$ cat src/rtl/cond_pkg.sv
// Shared definitions for the execute-stage condition unit: condition codes,
// flag bit positions and FlagWrite group indices.
package cond_pkg;

    localparam int unsigned FLAG_W = 4;
    localparam int unsigned COND_W = 4;
    localparam int unsigned FW_W   = 2;
    localparam int unsigned CNT_W  = 32;

    localparam int unsigned FLAG_N = 3;
    localparam int unsigned FLAG_Z = 2;
    localparam int unsigned FLAG_C = 1;
    localparam int unsigned FLAG_V = 0;

    localparam int unsigned FW_NZ = 1;
    localparam int unsigned FW_CV = 0;

    typedef enum logic [COND_W-1:0] {
        COND_EQ = 4'b0000,
        COND_NE = 4'b0001,
        COND_CS = 4'b0010,
        COND_CC = 4'b0011,
        COND_MI = 4'b0100,
        COND_PL = 4'b0101,
        COND_VS = 4'b0110,
        COND_VC = 4'b0111,
        COND_HI = 4'b1000,
        COND_LS = 4'b1001,
        COND_GE = 4'b1010,
        COND_LT = 4'b1011,
        COND_GT = 4'b1100,
        COND_LE = 4'b1101,
        COND_AL = 4'b1110,
        COND_NV = 4'b1111
    } cond_e;

endpackage

$ cat src/rtl/cond_check.sv
// Combinational condition evaluator: decides whether a condition field passes
// against an NZCV flag vector. Code 1111 is reserved and never passes.
module cond_check
    import cond_pkg::*;
(
    input  logic [COND_W-1:0] cond,
    input  logic [FLAG_W-1:0] flags,
    output logic              pass
);

    logic n, z, c, v;

    always_comb begin
        n = flags[FLAG_N];
        z = flags[FLAG_Z];
        c = flags[FLAG_C];
        v = flags[FLAG_V];
    end

    always_comb begin
        pass = 1'b0;
        case (cond_e'(cond))
            COND_EQ: pass = z;
            COND_NE: pass = ~z;
            COND_CS: pass = c;
            COND_CC: pass = ~c;
            COND_MI: pass = n;
            COND_PL: pass = ~n;
            COND_VS: pass = v;
            COND_VC: pass = ~v;
            COND_HI: pass = c & ~z;
            COND_LS: pass = ~c | z;
            COND_GE: pass = (n == v);
            COND_LT: pass = (n != v);
            COND_GT: pass = ~z & (n == v);
            COND_LE: pass = z | (n != v);
            COND_AL: pass = 1'b1;
            COND_NV: pass = 1'b0;
            default: pass = 1'b0;
        endcase
    end

endmodule

$ cat src/rtl/cond_unit.sv
// Execute-stage condition unit: NZCV flag register, conditional gating of the
// write/redirect controls, and an optional squash counter (COND_SQUASH_CNT_EN).
module cond_unit
    import cond_pkg::*;
#(
    parameter logic [FLAG_W-1:0] FLAG_RST = 4'b0000
) (
    input  logic              clk,
    input  logic              reset_n,
    input  logic              ValidE,
    input  logic              StallE,
    input  logic [COND_W-1:0] CondE,
    input  logic [FLAG_W-1:0] ALUFlags,
    input  logic [FW_W-1:0]   FlagWriteE,
    input  logic              RegWriteE,
    input  logic              MemWriteE,
    input  logic              PCSrcE,
    output logic              CondExE,
    output logic              RegWriteGE,
    output logic              MemWriteGE,
    output logic              PCSrcGE,
    output logic [FLAG_W-1:0] Flags
`ifdef COND_SQUASH_CNT_EN
    ,
    output logic [CNT_W-1:0]  SquashCnt
`endif
);

    logic [FLAG_W-1:0] flags_q;
    logic              pass;
    logic              advance;
    logic [FW_W-1:0]   we;

    // Condition is judged against the stored flags, not this cycle's ALU result
    cond_check u_cond_check (
        .cond  (CondE),
        .flags (flags_q),
        .pass  (pass)
    );

    always_comb begin
        CondExE    = ValidE & pass;
        RegWriteGE = RegWriteE & CondExE;
        MemWriteGE = MemWriteE & CondExE;
        PCSrcGE    = PCSrcE & CondExE;
        advance    = ValidE & ~StallE;
        we         = {FW_W{advance & CondExE}} & FlagWriteE;
    end

    // NZ and CV groups load independently so multiply/divide can keep C,V
    always_ff @(posedge clk) begin
        if (!reset_n) begin
            flags_q <= FLAG_RST;
        end else begin
            if (we[FW_NZ]) begin
                flags_q[FLAG_N] <= ALUFlags[FLAG_N];
                flags_q[FLAG_Z] <= ALUFlags[FLAG_Z];
            end
            if (we[FW_CV]) begin
                flags_q[FLAG_C] <= ALUFlags[FLAG_C];
                flags_q[FLAG_V] <= ALUFlags[FLAG_V];
            end
        end
    end

    assign Flags = flags_q;

`ifdef COND_SQUASH_CNT_EN
    logic [CNT_W-1:0] squash_cnt_q;

    // Counts real, unstalled instructions whose condition failed; wraps freely
    always_ff @(posedge clk) begin
        if (!reset_n) begin
            squash_cnt_q <= '0;
        end else if (advance & ~CondExE) begin
            squash_cnt_q <= squash_cnt_q + CNT_W'(1);
        end
    end

    assign SquashCnt = squash_cnt_q;
`endif

endmodule

$ cat config.mk
export PLATFORM = sky130hd
export DESIGN_NAME = cond_unit
export DESIGN_NICKNAME = d
export VERILOG_FILES = /design/src/rtl/cond_pkg.sv /design/src/rtl/cond_check.sv /design/src/rtl/cond_unit.sv
export SDC_FILE = /design/constraint.sdc
export NUM_CORES = 1
export LEC_CHECK = 0
export BUFFER_PORTS_ARGS = -buffer_cell sky130_fd_sc_hd__buf_4
export CORE_AREA = 4 4 41 43
export DETAILED_ROUTE_END_ITERATION = 6
export DIE_AREA = 0 0 45 47
export HOLD_SLACK_MARGIN = 0.02
export SYNTH_ARGS = -nofsm -noshare
export SYNTH_HDL_FRONTEND = slang
export SYNTH_SLANG_ARGS = --single-unit
$ cat constraint.sdc
create_clock -name clk -period 2.4 [get_ports clk]
set_input_delay 0 -clock clk [delete_from_list [all_inputs] [get_ports clk]]
set_output_delay 0 -clock clk [all_outputs]
set_load 0.01 [all_outputs]
==> impl_metrics.py <==
metrics = {
    "final_layout": {
        "fin_nets": 89,
        "diodes": 0,
        "drive_above_1_share": 0.500,
        "area_growth_pct": 69.2,
        "largest_reg_flops": 4,
    },
    "sta": {
        "rsz0062_at_grt": "no",
        "period_minus_slack_ns": 1.88,
        "finalSetupViolCount": 0,
        "tightest_slew_ns": 0.361,
        "fin_crit_sh": 0.783,
        "drv_slew": 0,
        "hold_violations": 0,
        "max_slew_margin": 0.758,
        "finalSetupTns_ns": 0,
        "finalClockSkew_ns": 0.000286,
        "max_freq_mhz": 532,
        "hold_ws_ns": 0.0267,
    },
    "run_status": {
        "outcome": "finished, final reports clean",
    },
    "critical_path": {
        "end_kind": "output pin",
        "worstPathArrival_ns": 1.88,
        "r2r-end": "Flags[1]",
        "r2r_slack_ns": 0.82,
        "crit_path_start_kind": "register",
        "rr_worst_depth": 5,
        "r2r-start": "Flags[1]",
        "criticalPathCategory": "reg2out",
        "max_stage_delay_ns": 0.53,
        "worst_ep_required_time_ns": 2.40,
        "critical_path.slowest_cell": "or4_1",
        "path_cells": "or4_1 -> o21a_1 -> o31ai_2 -> nand2_1 -> and2_1 -> buf_4",
        "worstPathMaxFanout": 5,
    },
    "min_path": {
        "min_from": "ALUFlags[1]",
        "hold_end": "Flags[1]",
        "hold_class": "in2reg",
        "worstHoldPathCells": 3,
    },
    "synthesis": {
        "async_flop_share": 0,
        "synth-seq-cells": 4,
        "synthFlopType": "dfxtp_1",
        "synth-seq-area-share": 0.224,
        "syn-num-nets": 58,
        "synth-edff-count": 0,
        "syn_inst": 41,
        "yosysUniqueCellTypes": 20,
        "yosysWarningCount": 0,
        "synth.avg_cell_area_um2": 8.73,
        "syn_area_um2": 358,
    },
    "place": {
        "globalplace.congestion": 0.738,
        "io_buffers": 24,
    },
    "floorplanning": {
        "die_area_um2": 2120,
        "die_w_um": 45,
        "die_h_um": 47,
        "placeableCoreArea_um2": 1300,
        "ios": 25,
        "start_util": 0.275,
        "placementRows": 13,
    },
    "power_and_ir_drop": {
        "p_per_area_nw_per_um2": 377,
        "p_leak_nw": 0.263,
        "ir_worst_vdd_mv": 0.160,
    },
    "routing": {
        "drt.antenna.violating_nets": 0,
        "avgRoutedWirePerCell_um": 10.9,
        "vias": 391,
        "routed_via_density": 4.60,
        "totalWireLength_um": 923,
        "drt_iter0_markers": 4,
        "drc": 0,
        "first_pass_iters": 2,
    },
    "grt": {
        "grt_util_met3": 0.0115,
        "antenna_found_initial": 0,
        "grt_use_met2": 0.141,
        "grt_pass1_vias": 333,
        "grt_usage": 0.0957,
        "busiest_layer": "met2",
        "grt_max_degree": 9,
        "grt_pass1_wl_um": 1430,
        "grt_overflow": 0,
        "grt_util_met1": 0.121,
    },
    "job": {
        "cap_viol_max_count": 0,
    },
    "clock_network": {
        "cts_buffers": 3,
        "cts_resized": 0,
        "path_clk_slew_ns": 0.04,
        "ctsRootBufferMaster": "clkbuf_4",
        "cts_tree": "yes",
        "clk_path_buf_depth": 2,
        "cts_num_sinks": 4,
        "post_cts_buffers": 0,
        "clock_latency_ns": 0.24,
        "h-tree-depth": 1,
    },
}
[stage by stage]
stage	power (mW)	cell area, um2	std cells	setup slack (ns)	utilization
2_1_floorplan	0.103	358	41	0.874	-
3_3_place_gp	0.141	553	79	0.740	0.425
3_5_place_dp	0.141	553	79	0.751	0.425
4_1_cts	0.235	606	85	0.487	0.465
5_1_grt	0.246	606	85	0.396	0.465
6_report	0.228	606	85	0.520	0.465
[critical path, delay by kind of cell (launching register included)]
| family | cells | cell delay, ns |
|---|---|---|
| compound gates | 2 | 0.29 |
| buf+inv | 1 | 0.14 |
| simple gates | 3 | 0.88 |
| flops | 1 | 0.33 |
[cells in the mapped netlist (2+ instances only)]
| cell | number | area share |
|---|---|---|
| nand2_1 | 9 | 0.094 |
| mux2i_1 | 5 | 0.14 |
| dfxtp_1 | 4 | 0.22 |
| and2_1 | 3 | 0.052 |
| xnor2_1 | 3 | 0.073 |
| a21oi_2 | 2 | 0.049 |
| or2b_2 | 2 | 0.049 |
[worst max-delay path by stage]
stage	from	to	cells after the start
finish	Flags[2]	PCSrcGE	6
global route	Flags[2]	RegWriteGE	6
CTS	Flags[2]	PCSrcGE	6
detailed placement	Flags[2]	PCSrcGE	6
global placement	Flags[2]	RegWriteGE	6
floorplan	Flags[2]	MemWriteGE	5
[report_power, final]
| part | internal, mW | switching, mW |
|---|---|---|
| sequential | 0.0687 | 0.00215 |
| clock | 0.0561 | 0.0297 |
| combinational | 0.0440 | 0.0277 |
[cell type report]
| type | instances | area, um2 |
|---|---|---|
| clock buffers | 3 | 22.5 |
| fillers | 133 | 696 |
| repair buffers | 27 | 210 |
| well taps | 15 | 18.8 |
| multi-input cells | 36 | 274 |
| flip-flops and latches | 4 | 80.1 |
[routing by layer]
metal	vias to the layer above	share of wire
li1	208	-
met1	163	0.43
met2	17	0.45
met3	3	0.081
met4	0	0.030
met5	-	0
[cell usage in the layout, fill, tap and decap left out, drive strengths merged]
cell type and count:
xnor2 3, clkbuf 3, and3b 1, o21ba 1, and2 3, mux2 1, dfxtp 4, o22ai 1
o31ai 1, dlygate4sd3 3, nand2 9, mux2i 5, buf 24, nand3 1, a21oi 2, and4b 1
or2b 2, o21a 1, nand3b 1, or4 1, a2111oi 1, nor4b 1
[cell families after synthesis]
| group | count (synthesis) | synth area share |
|---|---|---|
| compound gates | 7 | 0.192 |
| flops | 4 | 0.224 |
| buf+inv | 1 | 0.0105 |
| xor+xnor | 3 | 0.0734 |
| mux | 6 | 0.171 |
| simple gates | 20 | 0.329 |
[what timing repair did]
action                                  CTS  global route
hold buffers                              3             0
endpoints found under the setup margin    0             0
endpoints found under the hold margin     3             0
Note: power is estimated with default switching activity, not from simulation.
